`src/rtl/fsm_bit_serialiser_if.sv`:
```
// fsm_bit_serialiser_if
//   Handshake/serial bundle between a word source (bench or controller)
//   and the bit serialiser that feeds the sequence-detector FSMs.
//
//   master (word source) drives : load, data, len, hold
//   slave  (serialiser)  drives : ready, X, valid, done
//
//   load  : request to start a word (taken only while ready=1)
//   data  : word to send, bits [len-1:0] used
//   len   : bit count, 0 or >WIDTH means WIDTH
//   hold  : freeze shifting while high
//   ready : serialiser idle, load will be accepted
//   X     : registered serial bit, MSB first
//   valid : X carries a payload (or parity) bit
//   done  : one-cycle pulse after the last bit
interface fsm_bit_serialiser_if #(
  parameter int WIDTH = 8
);
  localparam int LW = $clog2(WIDTH) + 1;

  logic             load;
  logic [WIDTH-1:0] data;
  logic [LW-1:0]    len;
  logic             hold;
  logic             ready;
  logic             X;
  logic             valid;
  logic             done;

  modport master (
    output load, data, len, hold,
    input  ready, X, valid, done
  );

  modport slave (
    input  load, data, len, hold,
    output ready, X, valid, done
  );
endinterface

```
`src/rtl/fsm_bit_serialiser.sv`:
```
// fsm_bit_serialiser
//   Parallel-to-serial feeder for the Mealy/Moore sequence detectors.
//   A word accepted on load (while ready) is driven MSB-first onto X, one
//   bit per clk; hold freezes the stream, done pulses for one cycle after
//   the last bit. All outputs are registered.
//
//   Parameters : WIDTH      max word length (2..32)
//                IDLE_LEVEL level on X while no word is being sent
//   Ports      : clk        system clock, posedge
//                reset      asynchronous, active-high, forces IDLE
//                bus        fsm_bit_serialiser_if.slave
//                           (load/data/len/hold in, ready/X/valid/done out)
//   Build option: FSM_SERIAL_PARITY_EN appends an even-parity bit
//                 (XOR of the sent data bits) after the last data bit.
module fsm_bit_serialiser #(
  parameter int   WIDTH      = 8,
  parameter logic IDLE_LEVEL = 1'b0
) (
  input  logic                 clk,
  input  logic                 reset,
  fsm_bit_serialiser_if.slave  bus
);
  localparam int            LW    = $clog2(WIDTH) + 1;
  localparam logic [LW-1:0] W_LEN = LW'(WIDTH);

  localparam logic [1:0] S_IDLE  = 2'd0;
  localparam logic [1:0] S_SHIFT = 2'd1;
  localparam logic [1:0] S_DONE  = 2'd2;

  logic [1:0]       r_state;
  logic [WIDTH-1:0] r_sr;     // bits still to be put on X, MSB next
  logic [LW-1:0]    r_cnt;    // bits left including the one on X
  logic             r_x;
  logic             r_valid;
  logic             r_done;
  logic             r_ready;

  logic [LW-1:0]    w_len_eff;
  logic [LW-1:0]    w_shamt;
  logic [WIDTH-1:0] w_aligned;
  logic             w_last;   // bit now on X is the final one of the word

  // Left-align the used bits so data[len_eff-1] sits at the MSB; the
  // shift pushes unused upper bits out and fills the bottom with zeros.
  always_comb begin
    w_len_eff = (bus.len == '0 || bus.len > W_LEN) ? W_LEN : bus.len;
    w_shamt   = W_LEN - w_len_eff;
    w_aligned = bus.data << w_shamt;
  end

`ifdef FSM_SERIAL_PARITY_EN
  logic r_par;     // even parity of the accepted word
  logic r_par_ph;  // parity bit is currently on X
  logic w_par_step;

  // The counter parks at 1 for the last data bit; the parity phase flag
  // stretches that slot by one more bit instead of letting it wrap.
  always_comb begin
    w_last     = (r_cnt == LW'(1)) &&  r_par_ph;
    w_par_step = (r_cnt == LW'(1)) && !r_par_ph;
  end

  always_ff @(posedge clk or posedge reset) begin
    if (reset) begin
      r_par    <= 1'b0;
      r_par_ph <= 1'b0;
    end else begin
      case (r_state)
        S_IDLE: begin
          r_par_ph <= 1'b0;
          if (bus.load) r_par <= ^w_aligned;
        end
        S_SHIFT: if (!bus.hold && w_par_step) r_par_ph <= 1'b1;
        default: r_par_ph <= 1'b0;
      endcase
    end
  end
`else
  always_comb w_last = (r_cnt == LW'(1));
`endif

  always_ff @(posedge clk or posedge reset) begin
    if (reset) begin
      r_state <= S_IDLE;
      r_sr    <= '0;
      r_cnt   <= '0;
      r_x     <= IDLE_LEVEL;
      r_valid <= 1'b0;
      r_done  <= 1'b0;
      r_ready <= 1'b1;
    end else begin
      case (r_state)
        S_IDLE: begin
          if (bus.load) begin
            r_state <= S_SHIFT;
            r_x     <= w_aligned[WIDTH-1];
            r_sr    <= w_aligned << 1;
            r_cnt   <= w_len_eff;
            r_valid <= 1'b1;
            r_ready <= 1'b0;
          end
        end
        S_SHIFT: begin
          if (!bus.hold) begin
            if (w_last) begin
              r_state <= S_DONE;
              r_x     <= IDLE_LEVEL;
              r_valid <= 1'b0;
              r_done  <= 1'b1;
`ifdef FSM_SERIAL_PARITY_EN
            end else if (w_par_step) begin
              r_x     <= r_par;
`endif
            end else begin
              r_x     <= r_sr[WIDTH-1];
              r_sr    <= r_sr << 1;
              r_cnt   <= r_cnt - LW'(1);
            end
          end
        end
        S_DONE: begin
          r_state <= S_IDLE;
          r_done  <= 1'b0;
          r_ready <= 1'b1;
          r_cnt   <= '0;
        end
        default: begin
          r_state <= S_IDLE;
          r_x     <= IDLE_LEVEL;
          r_valid <= 1'b0;
          r_done  <= 1'b0;
          r_ready <= 1'b1;
        end
      endcase
    end
  end

  assign bus.ready = r_ready;
  assign bus.X     = r_x;
  assign bus.valid = r_valid;
  assign bus.done  = r_done;
endmodule

```
`src/flat_wrapper.sv`:
```
// flat-port wrapper written by rule: the top's interface ports become plain ports
module fsm_bit_serialiser_flat 
#(
  parameter int   WIDTH      = 8,
  parameter logic IDLE_LEVEL = 1'b0
)
  (clk, reset, bus_load, bus_data, bus_len, bus_hold, bus_ready, bus_X, bus_valid, bus_done);
  fsm_bit_serialiser_if #(.WIDTH(WIDTH)) bus_i ();
  input  logic clk;
  input  logic reset;
  input wire logic [$bits(bus_i.load)-1:0] bus_load;
  input wire logic [$bits(bus_i.data)-1:0] bus_data;
  input wire logic [$bits(bus_i.len)-1:0] bus_len;
  input wire logic [$bits(bus_i.hold)-1:0] bus_hold;
  output wire logic [$bits(bus_i.ready)-1:0] bus_ready;
  output wire logic [$bits(bus_i.X)-1:0] bus_X;
  output wire logic [$bits(bus_i.valid)-1:0] bus_valid;
  output wire logic [$bits(bus_i.done)-1:0] bus_done;
  assign bus_i.load = bus_load;
  assign bus_i.data = bus_data;
  assign bus_i.len = bus_len;
  assign bus_i.hold = bus_hold;
  assign bus_ready = bus_i.ready;
  assign bus_X = bus_i.X;
  assign bus_valid = bus_i.valid;
  assign bus_done = bus_i.done;
  fsm_bit_serialiser #(.WIDTH(WIDTH), .IDLE_LEVEL(IDLE_LEVEL)) u_core (.clk(clk), .reset(reset), .bus(bus_i));
endmodule
```
`config.mk`:
```
export PLATFORM = sky130hd
export DESIGN_NAME = fsm_bit_serialiser_flat
export DESIGN_NICKNAME = d
export VERILOG_FILES = /design/src/rtl/fsm_bit_serialiser_if.sv /design/src/rtl/fsm_bit_serialiser.sv /design/src/flat_wrapper.sv
export SDC_FILE = /design/constraint.sdc
export NUM_CORES = 1
export LEC_CHECK = 0
export CAP_MARGIN = 10
export CORE_UTILIZATION = 53
export DETAILED_ROUTE_END_ITERATION = 7
export GPL_ROUTABILITY_DRIVEN = 0
export GPL_TIMING_DRIVEN = 0
export PLACE_DENSITY_LB_ADDON = 0.15
export SETUP_SLACK_MARGIN = 0.1
export SYNTH_ARGS = -nofsm -noshare
export SYNTH_HDL_FRONTEND = slang
export SYNTH_SLANG_ARGS = --single-unit
```
`constraint.sdc`:
```
create_clock -name clk -period 2.1 [get_ports clk]
set_clock_uncertainty 0.05 [all_clocks]
set_input_delay 0.315 -clock clk [delete_from_list [all_inputs] [get_ports clk]]
set_output_delay 0.315 -clock clk [all_outputs]
set_load 0.01 [all_outputs]
```
Word-level counts from Yosys, hierarchy flattened:

Index checks and enable logic that the tools add are counted.

* flip-flop bits (word level): 18
* bits in latches: 0
* memory bits (writable): 0
* ROM bits: 0
* output and inout port bits: 4
* memories kept: 0

* $add $sub $neg: 2
* $mul: 0
* div/mod/pow operators: 0
* magnitude comparators: 1
* equal/unequal tests: 7
* shifts and indexed selects: 1
* muxes and demuxes: 26
* bitwise gates (word level): 3
* reductions and logical operators: 12

Operators by type and width (count)
* $mux W8: 3
* $mux W4: 4
* $pmux W8 S2: 1
* $pmux W4 S3: 1
* $reduce_and A4 Y1: 3
* $mux W1: 9
* $reduce_and A3 Y1: 3
* $shl A8 B4 Y8: 1
* $mux W2: 3
* $ne A2 B2 Y1 const B: 3
* $pmux W1 S3: 2
* $eq A4 B1 Y1 const B: 1
* $gt A4 B4 Y1 const B: 1
* $logic_not A4 Y1: 1
* $pmux W1 S2: 2
* $pmux W2 S2: 1
* $sub A4 B1 Y4 const B: 1
* $sub A4 B4 Y4 const A: 1
* $not A1 Y1: 3
* $reduce_bool A3 Y1: 1
* $eq A2 B1 Y1 const B: 1
* $eq A2 B2 Y1 const B: 1
* $logic_not A2 Y1: 1
* $ne A2 B1 Y1 const B: 1
* other kinds (3): 3

Longest topological paths before layout:

* depth in word-level cells: 7
* depth in mapped cells: 9
* gate-level depth less buffers: 7

Worst setup path before layout:

OpenSTA, ideal clock, no wires.

* path type: in2reg
* start point: in bus_len[0]
* end point: reg u_core.r_sr[4]
* setup time: 0.126 ns
* data arrival time: 2.136 ns
* required time: 1.924 ns
* setup slack: -0.212 ns
* stages: 8
* cells stage by stage: nor2b_2 buf_6 clkinv_1 ha_1 clkbuf_1 inv_1 mux4_2 a221o_1

* cells in the longest elaborated chain, start to end: 7
* elaborated cells on any way between the ends: 8
* those cells by class: 1 x add/sub; 1 x order compare; 1 x shift; 3 x mux; 2 x reduce/logical

Ends and longest elaborated chain
* start: declaration: line flat_wrapper.sv:13 `input wire logic [$bits(bus_i.len)-1:0] bus_len;`
* $gt A4 B4 Y1 or $logic_not A4 Y1 (tied branches): line fsm_bit_serialiser.sv:46 `w_len_eff = (bus.len == '0 || bus.len > W_LEN) ? W_LEN : bus.len;`
* $logic_or A1 B1 Y1: line fsm_bit_serialiser.sv:46
* $mux W4 (*): line fsm_bit_serialiser.sv:46
* $sub A4 B4 Y4 (*): line fsm_bit_serialiser.sv:47 `w_shamt = W_LEN - w_len_eff;`
* $shl A8 B4 Y8 (*): line fsm_bit_serialiser.sv:48 `w_aligned = bus.data << w_shamt;`
* $mux W8 (*): line fsm_bit_serialiser.sv:94 `if (bus.load) begin`
* $pmux W8 S2 (*): line fsm_bit_serialiser.sv:92 `case (r_state)`
* end signal: assignment: line fsm_bit_serialiser.sv:97 `r_sr <= w_aligned << 1;`
* end signal: assignment: line fsm_bit_serialiser.sv:116 `r_sr <= r_sr << 1;`
* end: declaration: line fsm_bit_serialiser.sv:31 `logic [WIDTH-1:0] r_sr;`

Mark *: on every way between the ends. The rest lies on a longest branch, timed or not. The select of a mux whose other input is x is not followed.
A chain may end at the register's enable or synchronous reset.

Worst setup path after layout:

Ends and elaborated chain as after synthesis.

==> impl_metrics.py <==
metrics = {
    "outcome": {
        "outcome": "complete, no violations",
    },
    "clock_network": {
        "numClockSinks": 17,
        "cts-buffers-inserted": 3,
        "root_buffer": "clkbuf_4",
        "clk_latency_ps": 300,
        "cts_tree": "done",
        "clockBufferDepth": 2,
        "path_clk_slew_ps": 100,
        "htree_levels": 1,
    },
    "timing": {
        "finalCriticalPeriod_ps": 1896,
        "hold_viol_final": 0,
        "relSlewSlack_pct": 56.54,
        "maxSlewViolCount": 0,
        "setup_slack_ps": 203.6,
        "tns_ps": 0,
        "finalSetupViolCount": 0,
        "clock.fmax_ghz": 0.5273,
        "post-route-period-util_pct": 90.30,
        "worst_hold_slack_ps": 336.0,
        "grt_setup_unrepaired": "true",
        "worstMarginPinSlew_ps": 651.1,
    },
    "worst_hold_path": {
        "hold_class": "in -> async",
    },
    "placed_design": {
        "placed_area_um2": 1508,
        "dp.final_hpwl_um": 2117,
        "dp_slack_ps": -572.8,
        "port_buffers": 19,
    },
    "critical_path": {
        "crit_required_ps": 2250,
        "critical_path.top_delay_family": "multiplexers",
        "cp.arrival_ps": 2050,
        "worstPathBufferInverterCount": 5,
        "cp_max_fo": 8,
        "path_class": "in -> reg",
        "path_cells": "clkbuf_2 -> nor2b_4 -> buf_6 -> clkinv_8 -> ha_4 -> clkbuf_8 -> inv_4 -> mux4_2 -> a221o_1",
        "cpPeakStageDelay_ps": 530,
        "cp_slowest_cell": "mux4_2",
        "start_kind": "input port",
        "end_kind": "flop",
    },
    "pwr": {
        "power.leakage_nw": 0.7107,
        "powerDensity_nw_per_um2": 1127,
        "intPower_w": 0.001046,
        "pwr-share-comb_pct": 58.3,
        "switching_share_pct": 41.74,
        "p_sw_w": 0.0007496,
        "power_frac_clock_pct": 10.0,
        "irDropWorstVdd_v": 0.0006973,
        "pwr-share-seq_pct": 31.7,
    },
    "final_layout": {
        "final_area_um2": 1594,
        "nFillCells": 171,
        "antennaDiodeCount": 0,
        "register_area_um2": 426.7,
        "multi_input_area_um2": 798.3,
        "syn2layout_area_growth_pct": 28.56,
        "layout-drive-gt1-share_pct": 19.08,
        "nets": 176,
        "utilization_pct": 72.06,
    },
    "detailed_routing": {
        "vias": 1120,
        "first_iter_violations": 36,
        "routedWlPerCell_um": 15.76,
        "ant_nets": 0,
        "routed_wl_um": 2837,
        "vias_per_cell": 6.222,
        "drcViolationCount": 0,
        "first_pass_iters": 4,
    },
    "logic_synthesis": {
        "synthesis.area_um2": 1240,
        "synth-xor-area-share_pct": 1.413,
        "seq_area_frac_synth_pct": 34.41,
        "synth_simple_gate_area_share_pct": 17.86,
        "syn-num-nets": 149,
        "synth_compound_gate_area_share_pct": 20.69,
        "synthAdderAreaFrac_pct": 7.064,
        "ys_ff_latch": 17,
        "synth_cell_types": 44,
        "synthCells": 126,
        "synth_flop_cell": "dfrtp_1",
        "avgSynthCellArea_um2": 9.841,
        "async_flop_share_pct": 100.0,
        "synth_edf_count": 0,
        "synth_top_family_by_area": "compound AO/OA/AOI/OAI gates",
        "synthMuxAreaShare_pct": 12.51,
        "yosysWarnings": 0,
    },
    "floorplan": {
        "die-width_um": 50.37,
        "start_util_pct": 56.05,
        "core_area_um2": 2212,
        "rows": 17,
        "die_area_um2": 2537,
        "die_h_um": 50.37,
        "io_pins": 20,
    },
    "global_routing": {
        "grt_usage_pct": 24.84,
        "grt_max_degree": 18,
        "grt_overflow_total": 0,
        "antenna_found_initial": 0,
        "grt_pass1_vias": 1120,
        "grt_pass1_wl_um": 4767,
    },
    "run": {
        "cap_violations": 0,
    },
}
-- what timing repair did --
| action | 4_1_cts | 5_1_grt |
|---|---|---|
| gates resized for setup | 11 | 9 |
| hold buffers | 0 | 0 |
| pin swaps | 3 | 1 |
| endpoints found under the setup margin | 13 | 12 |
| setup buffers | 4 | 0 |
-- power by group through the flow --
stage	logic [W]	clock network, W	registers, W
after floorplan	0.000658	0	0.000564
after global placement	0.000889	0	0.000562
after detailed placement	0.000923	0	0.000572
after CTS	0.000983	0.000181	0.000565
after global routing	0.00116	0.000189	0.000584
final	0.00105	0.000180	0.000570
-- through the flow --
step	total power, W	instances
2_1_floorplan	0.001222	126
3_3_place_gp	0.001452	173
3_5_place_dp	0.001495	173
4_1_cts	0.001728	180
5_1_grt	0.001932	180
6_report	0.001796	180
-- final timing paths --
path	startpoint	slack (ps)	to	depth (start not counted)
setup / recovery	bus_len[0]	200	u_core.r_sr[4]$_DFFE_PP0P_	9
hold / removal	reset	340	u_core.r_sr[4]$_DFFE_PP0P_	2
setup reg to reg	u_core.r_state[0]$_DFFE_PP0P_	210	u_core.r_sr[4]$_DFFE_PP0P_	7
hold reg to reg	u_core.bus.done$_DFFE_PP0P_	450	u_core.bus.done$_DFFE_PP0P_	1
max in group asynchronous	reset	1240	u_core.bus.done$_DFFE_PP0P_	2
min in group clk	u_core.bus.done$_DFFE_PP0P_	450	u_core.bus.done$_DFFE_PP0P_	1
-- cell type report --
class / instances / area share, %
Inverter: 13 / 4.003
Multi-Input combinational cell: 91 / 50.08
Tap cell: 28 / 2.198
Clock buffer: 3 / 1.413
Clock inverter: 1 / 0.3140
Sequential cell: 17 / 26.77
Buffer: 4 / 2.119
Timing Repair Buffer: 23 / 13.11
-- placed cells by master (no fill, tap or decap), drive strengths merged, types with 6 or more instances in the layout --
cell type and count:
dfrtp 16, buf 6, ha 7, clkdlybuf4s50 16
nor2 6, clkbuf 7, inv 12, nand2 9
o21ai 8, nor3 7
-- cell usage after synthesis, drive strengths merged (4+ instances only) --
master	n	area, um^2
inv	12	45.04
mux4	5	123.9
nand2	9	33.78
nor2	6	22.52
dfrtp	16	400.4
a21oi	4	20.02
a221o	4	40.04
o21ai	8	40.04
nor3	7	35.03
and3	4	25.02
ha	7	87.58
clkbuf	4	15.01
-- kinds of logic (layout without fill, tap and decap cells) --
| group | count (synthesis) | in the layout |
|---|---|---|
| adders and majority gates | 7 | 7 |
| and+or+nand+nor | 39 | 39 |
| xor gates and xnor gates | 2 | 2 |
| muxes | 8 | 8 |
| DFF | 17 | 17 |
| buffers and inverters | 18 | 44 |
| AOI/OAI and AO/OA | 35 | 35 |
-- state kept, by name, indices dropped and copies added, names as in the netlist --
signal	flops
u_core.r_state	2
u_core.bus.ready	1
u_core.r_cnt	4
u_core.r_sr	7
u_core.bus.done	1
u_core.bus.X	1
u_core.bus.valid	1
-- per-layer routing --
metal  vias up  global-route usage, %  part of all wire (%)
li1        531                      -                     -
met1       537                  30.00                    44
met2        45                  42.00                    49
met3         7                  5.455                   5.9
met4         0                  11.11                   1.4
met5         -                      0                     0
Power figures use the tool's default switching activity.
